===== config.mk =====
export PLATFORM = sky130hd
export DESIGN_NAME = contador_bcd
export DESIGN_NICKNAME = d
export VERILOG_FILES = /design/src/rtl/contador_bcd.sv
export SDC_FILE = /design/constraint.sdc
export NUM_CORES = 1
export LEC_CHECK = 0
export CORE_MARGIN = 10
export CORE_UTILIZATION = 58
export CTS_BUF_LIST = sky130_fd_sc_hd__clkbuf_4
export DETAILED_ROUTE_END_ITERATION = 8
export GPL_TIMING_DRIVEN = 0
export PLACE_DENSITY = 0.82
export SLEW_MARGIN = 10
export SYNTH_ARGS = -nofsm -noshare
export SYNTH_HDL_FRONTEND = slang
export SYNTH_SLANG_ARGS = --single-unit

===== constraint.sdc =====
create_clock -name clock -period 2.94 [get_ports clock]
set_input_delay 0.441 -clock clock [delete_from_list [all_inputs] [get_ports clock]]
set_output_delay 0.441 -clock clock [all_outputs]
set_load 0.01 [all_outputs]

===== src/rtl/contador_bcd.sv =====
// Two-digit BCD up/down counter with start/stop FSM, load and clock prescaler.
// Optional leading-zero blanking of the tens digit: define CONTADOR_BCD_APAGA_ZERO_EN.
module contador_bcd #(
    parameter int DIV = 50000000,
    parameter int MAX = 99
) (
    input  logic       clock,
    input  logic       reset,
    input  logic       iniciar,
    input  logic       parar,
    input  logic       direcao,
    input  logic       carregar,
    input  logic [7:0] valor_carga,
    output logic [3:0] unidade,
    output logic [3:0] dezena,
    output logic       contando,
    output logic       fim
);

    localparam int PW = (DIV > 1) ? $clog2(DIV) : 1;
    localparam logic [PW-1:0] PRESC_TOP = PW'(DIV - 1);
    localparam logic [3:0] MAX_DEZ = 4'(MAX / 10);
    localparam logic [3:0] MAX_UNI = 4'(MAX % 10);
    localparam logic [7:0] MAX_BCD = {MAX_DEZ, MAX_UNI};

    typedef enum logic {
        PARADO   = 1'b0,
        CONTANDO = 1'b1
    } estado_t;

    estado_t       estado_q;
    logic [PW-1:0] presc_q;
    logic [3:0]    uni_q;
    logic [3:0]    dez_q;
    logic          fim_q;

    logic [3:0]    carga_uni;
    logic [3:0]    carga_dez;
    logic [7:0]    carga_d;
    logic [7:0]    passo_d;
    logic          volta_d;

    // Load value: clamp each digit to 9, then clamp the whole value to MAX.
    // Packed BCD compares in the same order as the decimal value.
    always_comb begin
        carga_uni = (valor_carga[3:0] > 4'd9) ? 4'd9 : valor_carga[3:0];
        carga_dez = (valor_carga[7:4] > 4'd9) ? 4'd9 : valor_carga[7:4];
        carga_d   = {carga_dez, carga_uni};
        if (carga_d > MAX_BCD) begin
            carga_d = MAX_BCD;
        end
    end

    always_comb begin
        passo_d = {dez_q, uni_q};
        volta_d = 1'b0;
        if (direcao) begin
            if ({dez_q, uni_q} == MAX_BCD) begin
                passo_d = 8'h00;
                volta_d = 1'b1;
            end else if (uni_q == 4'd9) begin
                passo_d = {dez_q + 4'd1, 4'd0};
            end else begin
                passo_d = {dez_q, uni_q + 4'd1};
            end
        end else begin
            if ({dez_q, uni_q} == 8'h00) begin
                passo_d = MAX_BCD;
                volta_d = 1'b1;
            end else if (uni_q == 4'd0) begin
                passo_d = {dez_q - 4'd1, 4'd9};
            end else begin
                passo_d = {dez_q, uni_q - 4'd1};
            end
        end
    end

    always_ff @(posedge clock or posedge reset) begin
        if (reset) begin
            estado_q <= PARADO;
            presc_q  <= '0;
            uni_q    <= 4'd0;
            dez_q    <= 4'd0;
            fim_q    <= 1'b0;
        end else begin
            fim_q <= 1'b0;
            case (estado_q)
                PARADO: begin
                    presc_q <= '0;
                    if (carregar) begin
                        {dez_q, uni_q} <= carga_d;
                    end else if (iniciar && !parar) begin
                        estado_q <= CONTANDO;
                    end
                end
                CONTANDO: begin
                    if (carregar) begin
                        {dez_q, uni_q} <= carga_d;
                        presc_q        <= '0;
                    end else if (parar) begin
                        estado_q <= PARADO;
                        presc_q  <= '0;
                    end else if (presc_q == PRESC_TOP) begin
                        // Step lands on the same edge the prescaler wraps.
                        presc_q        <= '0;
                        {dez_q, uni_q} <= passo_d;
                        fim_q          <= volta_d;
                    end else begin
                        presc_q <= presc_q + 1'b1;
                    end
                end
                default: begin
                    estado_q <= PARADO;
                    presc_q  <= '0;
                end
            endcase
        end
    end

    assign unidade  = uni_q;
    assign contando = (estado_q == CONTANDO);
    assign fim      = fim_q;

`ifdef CONTADOR_BCD_APAGA_ZERO_EN
    // 4'hF is outside BCD, so the downstream decoder blanks the digit.
    assign dezena = (dez_q == 4'd0) ? 4'hF : dez_q;
`else
    assign dezena = dez_q;
`endif

endmodule


==> results of run 1 <==
==> stage by stage <==
step	instance area (um^2)	worst slack, ns	hold slack [ns]	cells
CTS	2580	0.652	0.542	318
finish	2580	0.639	0.532	318
floorplan	2210	0.821	0.475	239
global route	2580	0.522	0.563	318
detailed placement	2500	0.560	0.524	310
global placement	2500	0.572	0.512	310
==> worst min path at each step <==
stage | to | start | cells past startpoint
finish | presc_q[5] | reset | 2
global route | presc_q[0] | presc_q[0] | 1
CTS | presc_q[0] | presc_q[0] | 1
detailed placement | presc_q[25] | presc_q[25] | 2
global placement | presc_q[0] | presc_q[0] | 1
floorplan | presc_q[0] | presc_q[0] | 1
==> power by group through the flow <==
stage          combinational, uW  clock [uW]  sequential (uW)
6_report                     260         348              545
5_1_grt                      290         385              550
4_1_cts                      260         359              545
3_5_place_dp                 258           0              555
3_3_place_gp                 254           0              554
2_1_floorplan                155           0              557
==> cell families (layout without fill, tap and decap cells) <==
group	Yosys count	count (layout)	share of synthesized area, %
flip-flops	36	36	40.7
buffers and inverters	18	49	3.50
adder cells (fa/ha/maj)	7	7	3.95
XOR/XNOR	24	24	9.49
multiplexers	7	7	3.50
AND/OR/NAND/NOR	112	112	28.2
AO/OA/AOI/OAI	35	35	10.6
==> per-layer routing <==
metal | up-vias | share of wire [%] | global-route usage (%)
met4 | 0 | 0.84 | 5.10
li1 | 913 | - | -
met5 | - | 0 | 0
met1 | 875 | 46 | 19.8
met2 | 50 | 47 | 24.5
met3 | 4 | 6.3 | 4.80
==> cell type report <==
class | count | share of cell area (%)
multi-input cells | 185 | 47.8
flip-flops and latches | 36 | 34.8
repair buffers | 23 | 8.91
well taps | 48 | 2.32
clock buffers | 6 | 1.74
inverters | 11 | 1.60
plain buffers | 7 | 1.40
clock inverters | 2 | 1.36
==> critical path: stages, from the launching register on <==
cell and delay [ns]:
dfrtp_1 0.45, inv_1 0.15, ha_1 0.26, or4b_4 0.54, a21oi_2 0.16, and4bb_4 0.27
nor2_2 0.07, mux2_4 0.30
==> registers in the layout, summed over array words and instances, names as in the netlist <==
name,flops
fim,1
dezena,4
presc_q,26
contando,1
unidade,4
==> layout by cell type, fill, tap and decap left out, types with 7 or more instances in the layout <==
cell type | Yosys | layout
nor2_1 | 37 | 37
nand4_1 | 7 | 7
nand3_1 | 16 | 16
inv_1 | 11 | 10
clkdlybuf4s50_1 | 0 | 23
xor2_1 | 18 | 18
dfrtp_1 | 36 | 36
nand2_1 | 13 | 13
ha_1 | 7 | 7
a21oi_1 | 9 | 9
==> flow_summary_export.csv, run 1 <==
group,metric,value,unit
routing,dr.pass1.iters,4,
synth,synth_top_cell_area_share,40.7,%
floorplan,die_y,81.8,um
placed_design,port_buffers,23,
clock_tree,cts_hold_buf,0,
synth,post-synth-top-count-cell,"nor2_1",
final_layout,fillers,293,
timing,hold_viol_final,0,
clock_tree,cts_tree,"done",
synth,synth-seq-area-share,40.7,%
pwr,p_clk_share,30.2,%
pwr,total_switching_power,326,uW
placed_design,gp_congestion,0.928,
floorplan,core-area,0.00369,mm^2
clock_tree,clk_pin_slew,0.11,ns
synth,ys_seq_elements,36,
placed_design,post-dp-hpwl,3570,um
clock_tree,cts_buffer_depth,2,
critical_path,crit_arrival,2.53,ns
global_route,grt_pass1_wl,8350,um
pwr,p_int,827,uW
synth,ys.flop_type,"dfrtp_1",
timing,fin_crit,2.30,ns
critical_path,worstRegToRegCells,7,
timing,rsz0062_at_grt,"false",
timing,period_share,78.3,%
critical_path,r2r_end,"dezena[0]",
clock_tree,cts_setup_buffers,0,
routing,wl_per_cell,15.0,um
synth,synth_area_per_cell,9.27,um^2
synth,yosys_warnings,0,
pwr,p_leak,0.00106,uW
critical_path,r2r_slack,0.64,ns
routing,remaining_drc_errors,0,
routing,route.vias.total,1842,
final_layout,seq_area,901,um^2
final_layout,final_nets,290,
clock_tree,h-tree-depth,2,
clock_tree,root_buffer,"clkbuf_4",
floorplan,rows,22,
pwr,p_seq_share,47.3,%
timing,slew_headroom,52.2,%
floorplan,dieArea,0.00669,mm^2
synth,ys_async_sr_fraction,100,%
floorplan,io_pins,24,
hold_path,hold_path.class,"in2async",
critical_path,critical_path_required,3.17,ns
routing,drt_iter0_markers,110,
synth,synth_edf_count,0,
pwr,total_power,1150,uW
synth,syn-cell-area,0.00221,mm^2
run,maxCapViolations,0,
synth,yosysUniqueCellTypes,51,
clock_tree,cts_resized,0,
final_layout,diodes,0,
routing,ant_nets,0,
critical_path,start_kind,"register",
critical_path,setup.worst_path.end_class,"register",
timing,tightest_slew,0.717,ns
critical_path,rr_startpoint,"unidade[1]",
timing,drv_slew,0,
critical_path,crit_path_start,"unidade[1]",
clock_tree,worstSkewPairLatency,0.34,ns
global_route,antenna_found_initial,0,
pwr,power.density,446,mW/mm^2
synth,yosys.area.top_type,"dfrtp_1",
timing,tns,0,ns
synth,synthCells,239,
timing,setup_viol,0,
final_layout,multi_input_area,0.00124,mm^2
clock_tree,cts_made_buffers,5,
clock_tree,clock-sinks,36,
final_layout,drive_above_1_share,8.15,%
final_layout,area_delta_synth_final,16.7,%
critical_path,worstPathMaxFanout,6,
critical_path,worstSetupPathType,"reg2reg",
final_layout,utilization,70.1,%
routing,drt-total-wl,4770,um
global_route,grt_max_degree,37,
pwr,p_sw_share,28.3,%
floorplan,initial_core_util,60.0,%
timing,fmax,435,MHz
pwr,power.share.combinational,22.5,%
routing,avgViaCountPerCell,5.79,
global_route,gr-total-overflow,0,
global_route,grt_usage,15.5,%
global_route,grt_pass1_vias,1814,
synth,synth_nets,260,
pwr,ir_drop,0.000327,V
synth,netlist_top_cells_area,"dfrtp_1 (41%), xor2_1 (7.1%), nor2_1 (6.3%), ha_1 (4.0%), nand3_1 (3.6%)",
critical_path,crit_end,"dezena[0]",
synth,synthTopCellsByCount,"nor2_1 (37), dfrtp_1 (36), xor2_1 (18)",
run_status,status,"finished clean",
timing,finClkSkew,0.0113,ns
floorplan,die_w,81.8,um
Note: power is estimated with default switching activity, not from simulation.
==> run 2: changes to the inputs <==
--- a/config.mk
+++ b/config.mk
@@ -6,11 +6,11 @@
 export NUM_CORES = 1
 export LEC_CHECK = 0
 export CORE_MARGIN = 10
-export CORE_UTILIZATION = 58
+export CORE_UTILIZATION = 53
 export CTS_BUF_LIST = sky130_fd_sc_hd__clkbuf_4
 export DETAILED_ROUTE_END_ITERATION = 8
 export GPL_TIMING_DRIVEN = 0
-export PLACE_DENSITY = 0.82
+export PLACE_DENSITY = 0.79
 export SLEW_MARGIN = 10
 export SYNTH_ARGS = -nofsm -noshare
 export SYNTH_HDL_FRONTEND = slang
==> constraint.sdc (replaced) <==
create_clock -name clock -period 2.05 [get_ports clock]
set_input_delay 0.3075 -clock clock [delete_from_list [all_inputs] [get_ports clock]]
set_output_delay 0.3075 -clock clock [all_outputs]
set_load 0.01 [all_outputs]
==> run 2 against run 1 <==
Effect of this change:
- sequential share of layout area fell by 1.7 points
- global-route usage fell by 1.5 points
- register-to-register slack got worse by 0.62 ns
- clock power rose by 48%
- non-clock buffer count rose by 11
- die area rose by 7.1%
- core utilization fell by 2.5 points
- count of clock-buffer cells in the layout fell by 1
- fmax rose by 13%
- flip-flop and latch count did not move
- via count rose by 4.5%
- final cell count rose by 4.1%
- largest power group unchanged
==> flow_summary_export.csv, run 2 (same netlist as run 1, synthesis figures left out) <==
group,metric,value,unit
pwr,ir_drop,0.000554,V
critical_path,rr_startpoint,"unidade[1]",
floorplan,initial_core_util,55.0,%
routing,wl_per_cell,15.3,um
pwr,power.density,641,mW/mm^2
placed_design,post_dp_cell_area,0.00252,mm^2
global_route,grt_max_degree,37,
final_layout,final_nets,301,
timing,fin_crit,2.03,ns
placed_design,gp_congestion,0.833,
timing,drv_slew,0,
timing,tightest_slew,0.753,ns
routing,ant_nets,0,
floorplan,core-area,0.00403,mm^2
timing,tns,0,ns
final_layout,top_register,"presc_q",
final_layout,final_cell_mix,"nor2_1 (37), dfrtp_1 (34), clkdlybuf4s50_1 (23)",
placed_design,dp.cells,312,
final_layout,final_cells,331,
run,maxCapViolations,0,
critical_path,worstPathMaxFanout,5,
critical_path,crit_arrival,2.28,ns
final_layout,fillers,323,
global_route,grt_pass1_vias,1827,
pwr,p_leak,0.00113,uW
timing,period_share,99.2,%
final_layout,largest_register_ffs,26,
critical_path,start_kind,"register",
clock_tree,cts_buffer_depth,2,
critical_path,r2r_slack,0.02,ns
critical_path,r2r_end,"dezena[0]",
clock_tree,cts_tree,"done",
final_layout,final_cell_area,0.00272,mm^2
run_status,status,"finished clean",
global_route,grt_pass1_wl,8400,um
floorplan,dieArea,0.00716,mm^2
critical_path,worstSetupPathType,"reg2reg",
final_layout,diodes,0,
timing,finClkSkew,0.0163,ns
global_route,grt_usage,14.0,%
timing,slew_headroom,49.7,%
clock_tree,worstSkewPairLatency,0.37,ns
global_route,gr-total-overflow,0,
placed_design,port_buffers,23,
floorplan,rows,23,
critical_path,worstRegToRegCells,7,
routing,remaining_drc_errors,0,
timing,hold_viol_final,0,
clock_tree,clock-sinks,36,
floorplan,die_y,84.6,um
final_layout,drive_above_1_share,14.2,%
placed_design,post-dp-hpwl,3440,um
floorplan,io_pins,24,
critical_path,critical_path_required,2.30,ns
timing,setup_viol,0,
floorplan,die_w,84.6,um
routing,route.vias.total,1925,
routing,drt_iter0_markers,111,
final_layout,area_delta_synth_final,22.9,%
clock_tree,h-tree-depth,2,
clock_tree,clk_pin_slew,0.13,ns
clock_tree,root_buffer,"clkbuf_4",
hold_path,hold_path.class,"in2async",
clock_tree,cts_made_buffers,5,
routing,dr.pass1.iters,4,
routing,avgViaCountPerCell,5.82,
global_route,antenna_found_initial,0,
critical_path,setup.worst_path.end_class,"register",
timing,fmax,492,MHz
timing,rsz0062_at_grt,"true",
routing,drt-total-wl,5070,um
final_layout,final_common_cell,"nor2_1",
run 2: cell count changes in the layout (fill, tap and decap cells not counted), sizes merged:
cell,change
buf,+11
clkbuf,-1
clkinvlp,+1
run 2: how the worst max path moves through the flow:
stage	startpoint	to	slack, ns
after floorplan	unidade[0]	dezena[0]	0.03
after global placement	direcao	dezena[0]	-0.20
after detailed placement	direcao	dezena[0]	-0.21
after CTS	unidade[1]	dezena[0]	0.001
after global routing	unidade[1]	dezena[0]	-0.03
final	unidade[1]	dezena[0]	0.02
run 2: area by class of cell:
type	count	area [um^2]	area share (%)
clock buffer	5	37.5	1.38
timing repair buffer	34	325	12.0
multi-input combinational	185	1270	46.5
clock inverter	3	42.5	1.56
inverter	11	46.3	1.70
buffer	7	37.5	1.38
tap	50	62.6	2.30
sequential	36	903	33.2
run 2: power by group:
part / switching (uW) / internal, uW
Clock: 262 / 254
Combinational: 223 / 224
Sequential: 40.8 / 739
Total: 526 / 1220
run 2: per-stage QoR:
step	total power [uW]	utilization [%]	setup WS, ns	hold slack [ns]
detailed placement	1180	62.6	-0.214	0.521
finish	1740	67.5	0.0160	0.372
global placement	1170	62.6	-0.195	0.509
CTS	1710	65.2	0.00142	0.409
floorplan	1030	-	0.0257	0.393
global route	1830	67.5	-0.0306	0.437
run 2: routing by layer:
layer / routed length (um) / GRT usage, %
met5: 0 / 0
met4: 71 / 5.69
met3: 316 / 4.73
met2: 2320 / 21.6
met1: 2360 / 17.5
run 2: critical path, stage by stage (launching register included):
cell      delay (ns)
dfrtp_2         0.45
inv_4           0.09
ha_4            0.15
or4b_4          0.47
a21oi_2         0.14
and4bb_4        0.27
nor2_4          0.06
mux2_4          0.30
run 2: what timing repair did:
action | 4_1_cts | 5_1_grt
setup endpoints to repair | 1 | 22
gates resized for setup | 1 | 6
pin swaps | 0 | 5
gates cloned | 0 | 0
buffers inserted | 3 | 8
hold buffers | 0 | 0
